<file path="src/rtl/uart_frame_parser_if.sv">
// uart_frame_parser_if
//   Groups the parser's byte-input, payload-output and status signals.
//   master : byte source / payload consumer / status observer
//   slave  : the frame parser itself
//   data, data_valid : received byte and its one-cycle strobe
//   out_data, out_valid, out_ready, out_last : payload stream with handshake
//   frame_ok, frame_err, err_code, dropped : status pulses and error cause
interface uart_frame_parser_if;
  logic [7:0] data;
  logic       data_valid;
  logic [7:0] out_data;
  logic       out_valid;
  logic       out_ready;
  logic       out_last;
  logic       frame_ok;
  logic       frame_err;
  logic [1:0] err_code;
  logic       dropped;

  modport master (
    output data, data_valid, out_ready,
    input  out_data, out_valid, out_last, frame_ok, frame_err, err_code, dropped
  );

  modport slave (
    input  data, data_valid, out_ready,
    output out_data, out_valid, out_last, frame_ok, frame_err, err_code, dropped
  );
endinterface

</file>
<file path="src/rtl/uart_frame_parser.sv">
// uart_frame_parser
//   Parses SYNC, LEN, payload[LEN], CHK frames from a byte stream, where
//   CHK is the XOR of LEN and every payload byte. Good payloads are replayed
//   on a valid/ready stream with a last marker; bad frames raise frame_err
//   with a cause code (1 checksum, 2 length, 3 inter-byte timeout).
// Ports:
//   clk   : rising-edge clock
//   reset : asynchronous active-high reset
//   bus   : slave side of uart_frame_parser_if (bytes in, payload/status out)
module uart_frame_parser #(
  parameter logic [7:0] SYNC_BYTE      = 8'hA5,
  parameter int          MAX_LEN        = 16,
  parameter int          TIMEOUT_CYCLES = 100000
) (
  input logic               clk,
  input logic               reset,
  uart_frame_parser_if.slave bus
);

  localparam int IW = $clog2(MAX_LEN + 1);            // index holds MAX_LEN
  localparam int AW = (MAX_LEN > 1) ? $clog2(MAX_LEN) : 1;
  localparam int CW = $clog2(TIMEOUT_CYCLES + 1);
  localparam logic [7:0]    MAX_LEN_B = 8'(MAX_LEN);
  localparam logic [CW-1:0] TO_LAST   = CW'(TIMEOUT_CYCLES - 1);

  localparam logic [2:0] S_IDLE    = 3'd0;
  localparam logic [2:0] S_LEN     = 3'd1;
  localparam logic [2:0] S_PAYLOAD = 3'd2;
  localparam logic [2:0] S_CHK     = 3'd3;
  localparam logic [2:0] S_EMIT    = 3'd4;

  logic [2:0]    state_q, state_d;
  logic [7:0]    len_q, len_d;
  logic [7:0]    xor_q, xor_d;
  logic [IW-1:0] wr_q, wr_d, rd_q, rd_d;
  logic [CW-1:0] cnt_q, cnt_d;
  logic [7:0]    out_data_q, out_data_d;
  logic          out_valid_q, out_valid_d;
  logic          out_last_q, out_last_d;
  logic          ok_q, ok_d, err_q, err_d, drop_q, drop_d;
  logic [1:0]    code_q, code_d;
  logic          mem_we;
  logic [7:0]    mem_q [0:MAX_LEN-1];
  logic [IW-1:0] nxt_wr, nxt_rd;

  assign nxt_wr = wr_q + 1'b1;
  assign nxt_rd = rd_q + 1'b1;

  always_comb begin
    state_d     = state_q;
    len_d       = len_q;
    xor_d       = xor_q;
    wr_d        = wr_q;
    rd_d        = rd_q;
    cnt_d       = cnt_q;
    out_data_d  = out_data_q;
    out_valid_d = out_valid_q;
    out_last_d  = out_last_q;
    ok_d        = 1'b0;
    err_d       = 1'b0;
    drop_d      = 1'b0;
    code_d      = code_q;
    mem_we      = 1'b0;

    case (state_q)
      S_IDLE: begin
        if (bus.data_valid && bus.data == SYNC_BYTE) begin
          state_d = S_LEN;
          cnt_d   = '0;
        end
      end

      S_LEN, S_PAYLOAD, S_CHK: begin
        // An arriving byte takes priority over a simultaneous timeout.
        if (bus.data_valid) begin
          cnt_d = '0;
          case (state_q)
            S_LEN: begin
              len_d = bus.data;
              xor_d = bus.data;
              wr_d  = '0;
              if (bus.data > MAX_LEN_B) begin
                err_d   = 1'b1;
                code_d  = 2'd2;
                state_d = S_IDLE;
              end else if (bus.data == 8'd0) begin
                state_d = S_CHK;
              end else begin
                state_d = S_PAYLOAD;
              end
            end
            S_PAYLOAD: begin
              mem_we = 1'b1;
              xor_d  = xor_q ^ bus.data;
              wr_d   = nxt_wr;
              if (8'(nxt_wr) == len_q) state_d = S_CHK;
            end
            default: begin  // S_CHK
              if (bus.data == xor_q) begin
                ok_d = 1'b1;
                if (len_q != 8'd0) begin
                  // Present the first byte alongside frame_ok.
                  state_d     = S_EMIT;
                  rd_d        = '0;
                  out_valid_d = 1'b1;
                  out_data_d  = mem_q[0];
                  out_last_d  = (len_q == 8'd1);
                end else begin
                  state_d = S_IDLE;
                end
              end else begin
                err_d   = 1'b1;
                code_d  = 2'd1;
                state_d = S_IDLE;
              end
            end
          endcase
        end else if (cnt_q == TO_LAST) begin
          err_d   = 1'b1;
          code_d  = 2'd3;
          state_d = S_IDLE;
        end else begin
          cnt_d = cnt_q + 1'b1;
        end
      end

      S_EMIT: begin
        drop_d = bus.data_valid;
        if (out_valid_q && bus.out_ready) begin
          if (out_last_q) begin
            out_valid_d = 1'b0;
            out_last_d  = 1'b0;
            state_d     = S_IDLE;
          end else begin
            rd_d       = nxt_rd;
            out_data_d = mem_q[nxt_rd[AW-1:0]];
            out_last_d = (8'(nxt_rd) == len_q - 8'd1);
          end
        end
      end

      default: state_d = S_IDLE;
    endcase
  end

  always_ff @(posedge clk or posedge reset) begin
    if (reset) begin
      state_q     <= S_IDLE;
      len_q       <= '0;
      xor_q       <= '0;
      wr_q        <= '0;
      rd_q        <= '0;
      cnt_q       <= '0;
      out_data_q  <= '0;
      out_valid_q <= 1'b0;
      out_last_q  <= 1'b0;
      ok_q        <= 1'b0;
      err_q       <= 1'b0;
      drop_q      <= 1'b0;
      code_q      <= '0;
    end else begin
      state_q     <= state_d;
      len_q       <= len_d;
      xor_q       <= xor_d;
      wr_q        <= wr_d;
      rd_q        <= rd_d;
      cnt_q       <= cnt_d;
      out_data_q  <= out_data_d;
      out_valid_q <= out_valid_d;
      out_last_q  <= out_last_d;
      ok_q        <= ok_d;
      err_q       <= err_d;
      drop_q      <= drop_d;
      code_q      <= code_d;
    end
  end

  // Payload storage has no reset so it can map onto plain RAM.
  always_ff @(posedge clk) begin
    if (mem_we) mem_q[wr_q[AW-1:0]] <= bus.data;
  end

  assign bus.out_data  = out_data_q;
  assign bus.out_valid = out_valid_q;
  assign bus.out_last  = out_last_q;
  assign bus.frame_ok  = ok_q;
  assign bus.frame_err = err_q;
  assign bus.err_code  = code_q;
  assign bus.dropped   = drop_q;

endmodule

</file>
<file path="src/flat_wrapper.sv">
// flat-port wrapper written by rule: the top's interface ports become plain ports
module uart_frame_parser_flat 
#(
  parameter logic [7:0] SYNC_BYTE      = 8'hA5,
  parameter int          MAX_LEN        = 16,
  parameter int          TIMEOUT_CYCLES = 100000
)
  (clk, reset, bus_data, bus_data_valid, bus_out_ready, bus_out_data, bus_out_valid, bus_out_last, bus_frame_ok, bus_frame_err, bus_err_code, bus_dropped);
  uart_frame_parser_if bus_i ();
  input logic clk;
  input logic reset;
  input wire logic [$bits(bus_i.data)-1:0] bus_data;
  input wire logic [$bits(bus_i.data_valid)-1:0] bus_data_valid;
  input wire logic [$bits(bus_i.out_ready)-1:0] bus_out_ready;
  output wire logic [$bits(bus_i.out_data)-1:0] bus_out_data;
  output wire logic [$bits(bus_i.out_valid)-1:0] bus_out_valid;
  output wire logic [$bits(bus_i.out_last)-1:0] bus_out_last;
  output wire logic [$bits(bus_i.frame_ok)-1:0] bus_frame_ok;
  output wire logic [$bits(bus_i.frame_err)-1:0] bus_frame_err;
  output wire logic [$bits(bus_i.err_code)-1:0] bus_err_code;
  output wire logic [$bits(bus_i.dropped)-1:0] bus_dropped;
  assign bus_i.data = bus_data;
  assign bus_i.data_valid = bus_data_valid;
  assign bus_i.out_ready = bus_out_ready;
  assign bus_out_data = bus_i.out_data;
  assign bus_out_valid = bus_i.out_valid;
  assign bus_out_last = bus_i.out_last;
  assign bus_frame_ok = bus_i.frame_ok;
  assign bus_frame_err = bus_i.frame_err;
  assign bus_err_code = bus_i.err_code;
  assign bus_dropped = bus_i.dropped;
  uart_frame_parser #(.SYNC_BYTE(SYNC_BYTE), .MAX_LEN(MAX_LEN), .TIMEOUT_CYCLES(TIMEOUT_CYCLES)) u_core (.clk(clk), .reset(reset), .bus(bus_i));
endmodule
</file>
<file path="config.mk">
export PLATFORM = sky130hd
export DESIGN_NAME = uart_frame_parser_flat
export DESIGN_NICKNAME = d
export VERILOG_FILES = /design/src/rtl/uart_frame_parser_if.sv /design/src/rtl/uart_frame_parser.sv /design/src/flat_wrapper.sv
export SDC_FILE = /design/constraint.sdc
export NUM_CORES = 1
export LEC_CHECK = 0
export BUFFER_PORTS_ARGS = -buffer_cell sky130_fd_sc_hd__clkbuf_2
export CAP_MARGIN = 20
export CORE_MARGIN = 2
export CORE_UTILIZATION = 56
export DETAILED_ROUTE_END_ITERATION = 12
export GPL_TIMING_DRIVEN = 1
export PLACE_DENSITY_LB_ADDON = 0.08
export SETUP_SLACK_MARGIN = 0.2
export SYNTH_ARGS = -nofsm -noshare
export SYNTH_HDL_FRONTEND = slang
export SYNTH_SLANG_ARGS = --single-unit
</file>
<file path="constraint.sdc">
create_clock -name clk -period 2.15 [get_ports clk]
set_input_delay 0.215 -clock clk [delete_from_list [all_inputs] [get_ports clk]]
set_output_delay 0.215 -clock clk [all_outputs]
set_load 0.02 [all_outputs]
</file>
* After elaboration in Yosys (flattened, before gate mapping)
Memory sizes are Yosys's and may differ from the RTL's. Cells that the tools add are included.
Word-level totals: register bits after elaboration 61, latch bits 0, memory bits (writable) 128, bits in read-only memories 0, input bits 12, output and inout bits 15, logic and storage cells 130, memories 1
Cells by class: add/subtract/negate cells 4, multipliers 0, divide/modulo/power cells 0, $lt $le $gt $ge 1, equal/unequal tests 24, shift operators 0, muxes and demuxes 67, bitwise operators 1, reductions and logical operators 19
Memories:
- u_core.mem_q | words 16, bits a word 8, rd ports 2, clocked after Yosys merged registers in 0, write ports 1, line uart_frame_parser.sv:43 | logic [7:0] mem_q [0:MAX_LEN-1];
Operators with widths (number):
- two-way mux 17 bit | 3
- two-way mux 8 bit | 6
- one-hot mux 17 bit (2 select lines) | 1
- one-hot mux 8 bit (2 select lines) | 2
- two-way mux 5 bit | 6
- two-way mux 1 bit | 28
- two-way mux 3 bit | 9
- one-hot mux 5 bit (2 select lines) | 2
- adder 17 x 1 -> 17 bit, second input constant | 1
- == test 17 bit, second input constant | 1
- == test 5 x 8 -> 1 bit | 2
- AND reduction 7 bit | 2
- adder 5 x 1 -> 5 bit, second input constant | 2
- inequality test 2 x 1 -> 1 bit, second input constant | 5
- AND reduction 5 bit | 2
- one-hot mux 3 bit (3 select lines) | 1
- AND reduction 3 bit | 3
- == test 8 x 1 -> 1 bit, second input constant | 1
- == test 8 bit | 1
- == test 8 bit, second input constant | 1
- greater-than comparator 8 x 5 -> 1 bit, second input constant | 1
- zero test 8 bit | 1
- two-way mux 2 bit | 4
- inequality test 2 bit, second input constant | 4
- 18 further kinds | 27

* Logic depth before layout (Yosys ltp)
depth in word-level cells 6, gate-level depth with buffers 9, gate-level depth less buffers 8

* Worst setup path before layout
OpenSTA, ideal clock, no wires.
kind flip-flop to flip-flop, start register u_core.rd_q[1], end register u_core.out_data_q[3] (netlist: u_core.bus.out_data[3]), arrival 2182 ps, data required time 2026 ps, path slack -156 ps, cell stages (with the launch flop) 8, path buffers 2, path through dfrtp_1 -> ha_1 -> clkbuf_1 -> clkbuf_1 -> mux4_2 -> mux4_1 -> nand2_1 -> a2bb2oi_1
Between the ends: longest elaborated chain between the ends 5
RTL lines:
- start, declared | line uart_frame_parser.sv:35 | logic [IW-1:0] wr_q, wr_d, rd_q, rd_d;
- start signal, assigned | line uart_frame_parser.sv:166 | rd_q <= rd_d;
- adder 5 x 1 -> 5 bit | line uart_frame_parser.sv:47 | assign nxt_rd = rd_q + 1'b1;
- memory read (16 x 8 bit)
- two-way mux 8 bit | line uart_frame_parser.sv:130 | if (out_last_q) begin
- two-way mux 8 bit | line uart_frame_parser.sv:129 | if (out_valid_q && bus.out_ready) begin
- one-hot mux 8 bit (2 select lines) | line uart_frame_parser.sv:65 | case (state_q)
- end signal, assigned | line uart_frame_parser.sv:168 | out_data_q <= out_data_d;
- end, declared | line uart_frame_parser.sv:37 | logic [7:0] out_data_q, out_data_d;
Every way passes these cells. The select of a mux whose other input is x is not followed. A chain may end at the register's enable or synchronous reset.

* Worst setup path in the final report
start register u_core.rd_q[0], end register u_core.out_data_q[7] (netlist: u_core.bus.out_data[7])
The elaborated chain is that of the path after synthesis.

==> impl_metrics.yaml <==
run_status:
  status: "finished clean"
sta:
  relSlewSlack_pct: 61.5
  tns_ps: 0
  fmax_mhz: 472
  final_max_slew_viol_count: 0
  worst_slew_pin_slew_ps: 576
  finClkSkew_ps: 8.28
  period_needed_ps: 2120
  setup_viol: 0
  grt_setup_unrepaired: "true"
  period_share_pct: 98.6
  final-hold-violation-count: 0
clocking:
  clock_path_buffers: 2
  path_clk_slew_ps: 70
  numCtsBuffers: 17
  clock_latency_ps: 430
  cts_tree: "built"
  cts_sinks: 189
  h-tree-depth: 4
  cts-root-buf: "clkbuf_16"
global_routing:
  grt_pass1_wl_um: 32900
  grtUsageTotal_pct: 28.0
  grt_pass1_vias: 5543
  grt.overflow.total: 0
  grt_max_degree: 25
  antenna_found_initial: 0
synthesis:
  netlist_area_sq_mm: 0.00853
  ys_seq_area_share_pct: 63.0
  ys_warn_count: 0
  async_flop_share_pct: 32.3
  syn_area_per_cell_sq_um: 14.2
  ys_seq_elements: 189
  dominantRegCellSynth: "edfxtp_1"
  synth_edf_count: 128
  synth_cell_types: 60
  netlist_instances: 600
  syn-num-nets: 620
place:
  io_buffers: 26
  place.gp.congestion: 0.834
  hpwl_um: 14200
floorplanning:
  start_util_pct: 56.7
  die_w_um: 127
  die_area_sq_mm: 0.0162
  die_h_um: 127
  coreArea_sq_mm: 0.0150
  io_pins: 27
  rows: 45
power:
  clockPowerShare_pct: 41.7
  intPower_mw: 5.46
  pwr-share-comb_pct: 2.7
  seq_power_share_pct: 55.5
  swShare_pct: 22.1
  ir_worst_vdd_mv: 0.471
  power_leakage_nw: 3.87
  power.switching_mw: 1.55
  power.density_mw_per_mm2: 671
layout:
  area_growth_pct: 22.6
  fin_nets: 719
  utilization_pct: 69.5
  drive_above_1_share_pct: 33.6
  antenna_cells: 0
setup_path:
  r2r_cells: 6
  crit_arrival_ps: 2430
  crit_type: "reg -> reg"
  rr_startpoint: "u_core.rd_q[0]$_DFFE_PP0P_"
  r2r_end: "u_core.bus.out_data[7]$_DFFE_PP0P_"
  worst_setup_path_end_kind: "flop"
  critPathRequiredTime_ps: 2460
  cp_max_fo: 6
  r2r_slack_ps: 30
  cp-start-kind: "flop"
hold_path:
  hold_path.class: "in -> reg"
  min_to: "u_core.bus.out_valid$_DFFE_PP0P_"
  holdPathStages: 4
  worstHoldStart: "bus_out_ready"
route:
  drc: 0
  first_iter_violations: 624
  vias: 5614
  drtPass1Iterations: 4
  wl_um: 22000
  viasPerCell: 6.24
  ant_nets: 0
  wl_per_cell_um: 24.4
job:
  cap_violations: 0
==> Yosys cell counts, types with 3 or more instances <==
master	number	area share [%]
mux2_2	3	0.40
a31oi_1	3	0.22
nand3_1	13	0.76
edfxtp_1	128	45
inv_1	17	0.75
nand2_1	62	2.7
nor4_1	7	0.51
nor3_1	11	0.65
buf_4	3	0.26
ha_1	8	1.2
nand4b_1	3	0.31
buf_2	3	0.18
a2bb2oi_1	8	0.82
a22o_1	4	0.41
xnor2_1	33	3.4
nand2b_1	3	0.22
a21oi_1	25	1.5
xor2_1	7	0.72
nor3_2	6	0.70
nor2_1	51	2.2
a211oi_1	7	0.62
and2_1	3	0.22
mux4_1	4	1.2
clkbuf_2	4	0.23
clkbuf_1	18	0.79
o22ai_1	7	0.51
nand4_1	8	0.59
o21ai_0	14	0.82
dfrtp_1	61	18
or4_1	3	0.26
and3_1	3	0.22
mux4_2	36	9.5
==> stage by stage <==
step	hold WS, ps	power, mW	worst slack, ps	std cells	area (sq um)
final	109	7.01	29.9	900	10500
after detailed placement	290	4.15	15.1	846	9310
after CTS	97.2	7.03	57.6	885	10000
after global placement	281	4.15	35.6	846	9310
after global routing	131	7.22	7.86	900	10500
after floorplan	314	4.03	123	600	8590
==> registers in the layout, indices dropped and copies added (netlist names) <==
signal and flops:
u_core.mem_q 128, u_core.cnt_q 17, u_core.bus.out_data 8, u_core.len_q 8
u_core.xor_q 8, u_core.rd_q 5, u_core.wr_q 5, u_core.state_q 3
u_core.bus.err_code 2, u_core.bus.dropped 1, u_core.bus.frame_err 1, u_core.bus.frame_ok 1
u_core.bus.out_last 1, u_core.bus.out_valid 1
==> final cells by class <==
cell class,instances,area [sq um]
Clock buffer,20,437
Sequential cell,189,5370
Fill cell,1023,4580
Inverter,17,63.8
Timing Repair Buffer,111,1050
Clock inverter,12,105
Multi-Input combinational cell,363,3190
Tap cell,188,235
==> cells in the final DEF (no fill, tap or decap), types with 4 or more instances in the layout <==
cell type / Yosys / routed
o22ai_1: 7 / 7
xnor2_1: 33 / 31
buf_4: 3 / 64
nor4_4: 1 / 4
ha_1: 8 / 6
o21ai_0: 14 / 13
nor2_1: 51 / 47
inv_1: 17 / 16
dfrtp_1: 61 / 59
nor3_2: 6 / 11
buf_12: 1 / 6
nand3_1: 13 / 12
nor3_1: 11 / 4
nand4_1: 8 / 8
a2bb2oi_2: 0 / 6
a211oi_1: 7 / 7
clkbuf_16: 0 / 24
edfxtp_1: 128 / 128
a22o_1: 4 / 4
inv_8: 0 / 4
mux4_2: 36 / 40
a21oi_1: 25 / 24
nand2_1: 62 / 55
nand2_2: 0 / 7
xor2_1: 7 / 7
clkbuf_2: 4 / 26
==> worst max-delay path by stage <==
stage / start / to / slack (ps) / cells after the start
4_1_cts: u_core.rd_q[0]$_DFFE_PP0P_ / u_core.bus.out_data[3]$_DFFE_PP0P_ / 60 / 6
6_report: u_core.rd_q[0]$_DFFE_PP0P_ / u_core.bus.out_data[7]$_DFFE_PP0P_ / 30 / 6
2_1_floorplan: u_core.state_q[1]$_DFFE_PP0P_ / u_core.mem_q[11][0]$_DFFE_PP_ / 120 / 5
5_1_grt: u_core.rd_q[0]$_DFFE_PP0P_ / u_core.bus.out_data[7]$_DFFE_PP0P_ / 8 / 6
3_5_place_dp: u_core.rd_q[0]$_DFFE_PP0P_ / u_core.bus.out_data[3]$_DFFE_PP0P_ / 20 / 6
3_3_place_gp: u_core.len_q[1]$_DFFE_PP0P_ / u_core.bus.out_last$_DFFE_PP0P_ / 40 / 6
==> power groups by stage <==
stage / combinational, mW / sequential (mW) / clock (mW)
2_1_floorplan: 0.0587 / 3.97 / 0
3_3_place_gp: 0.175 / 3.97 / 0
3_5_place_dp: 0.181 / 3.97 / 0
4_1_cts: 0.185 / 3.89 / 2.95
5_1_grt: 0.206 / 3.89 / 3.12
6_report: 0.190 / 3.89 / 2.93
==> worst max-delay path, stage by stage, from the launching register on <==
cell and delay, ps:
dfrtp_2 430, ha_4 400, clkbuf_16 190, mux4_2 340, mux4_2 500, nand2_2 70
a2bb2oi_1 60
==> what timing repair did <==
action,4_1_cts,5_1_grt
setup buffers,4,7
hold buffers,1,0
endpoints found under the hold margin,22,0
setup endpoints to repair,25,159
cloned,2,8
gates resized for setup,19,39
pin swaps,4,34
==> per-layer routing <==
| layer | routed length (um) | part of all wire (%) | global-route usage [%] | vias to the layer above |
|---|---|---|---|---|
| met5 | 0 | 0 | 0 | - |
| met4 | 434 | 2.0 | 8.99 | 0 |
| met3 | 1790 | 8.1 | 5.95 | 35 |
| met2 | 10600 | 48 | 42.6 | 252 |
| met1 | 9190 | 42 | 41.1 | 2859 |
| li1 | - | - | - | 2468 |
==> kinds of logic after synthesis <==
family | after synthesis | synth area share (%)
AND/OR/NAND/NOR | 184 | 10.8
flip-flops | 189 | 63.0
buffers and inverters | 48 | 2.63
adder cells (fa/ha/maj) | 8 | 1.17
multiplexers | 45 | 11.4
XOR/XNOR | 42 | 4.49
AO/OA/AOI/OAI | 84 | 6.56
No activity file was read; power rests on OpenSTA's default activity.
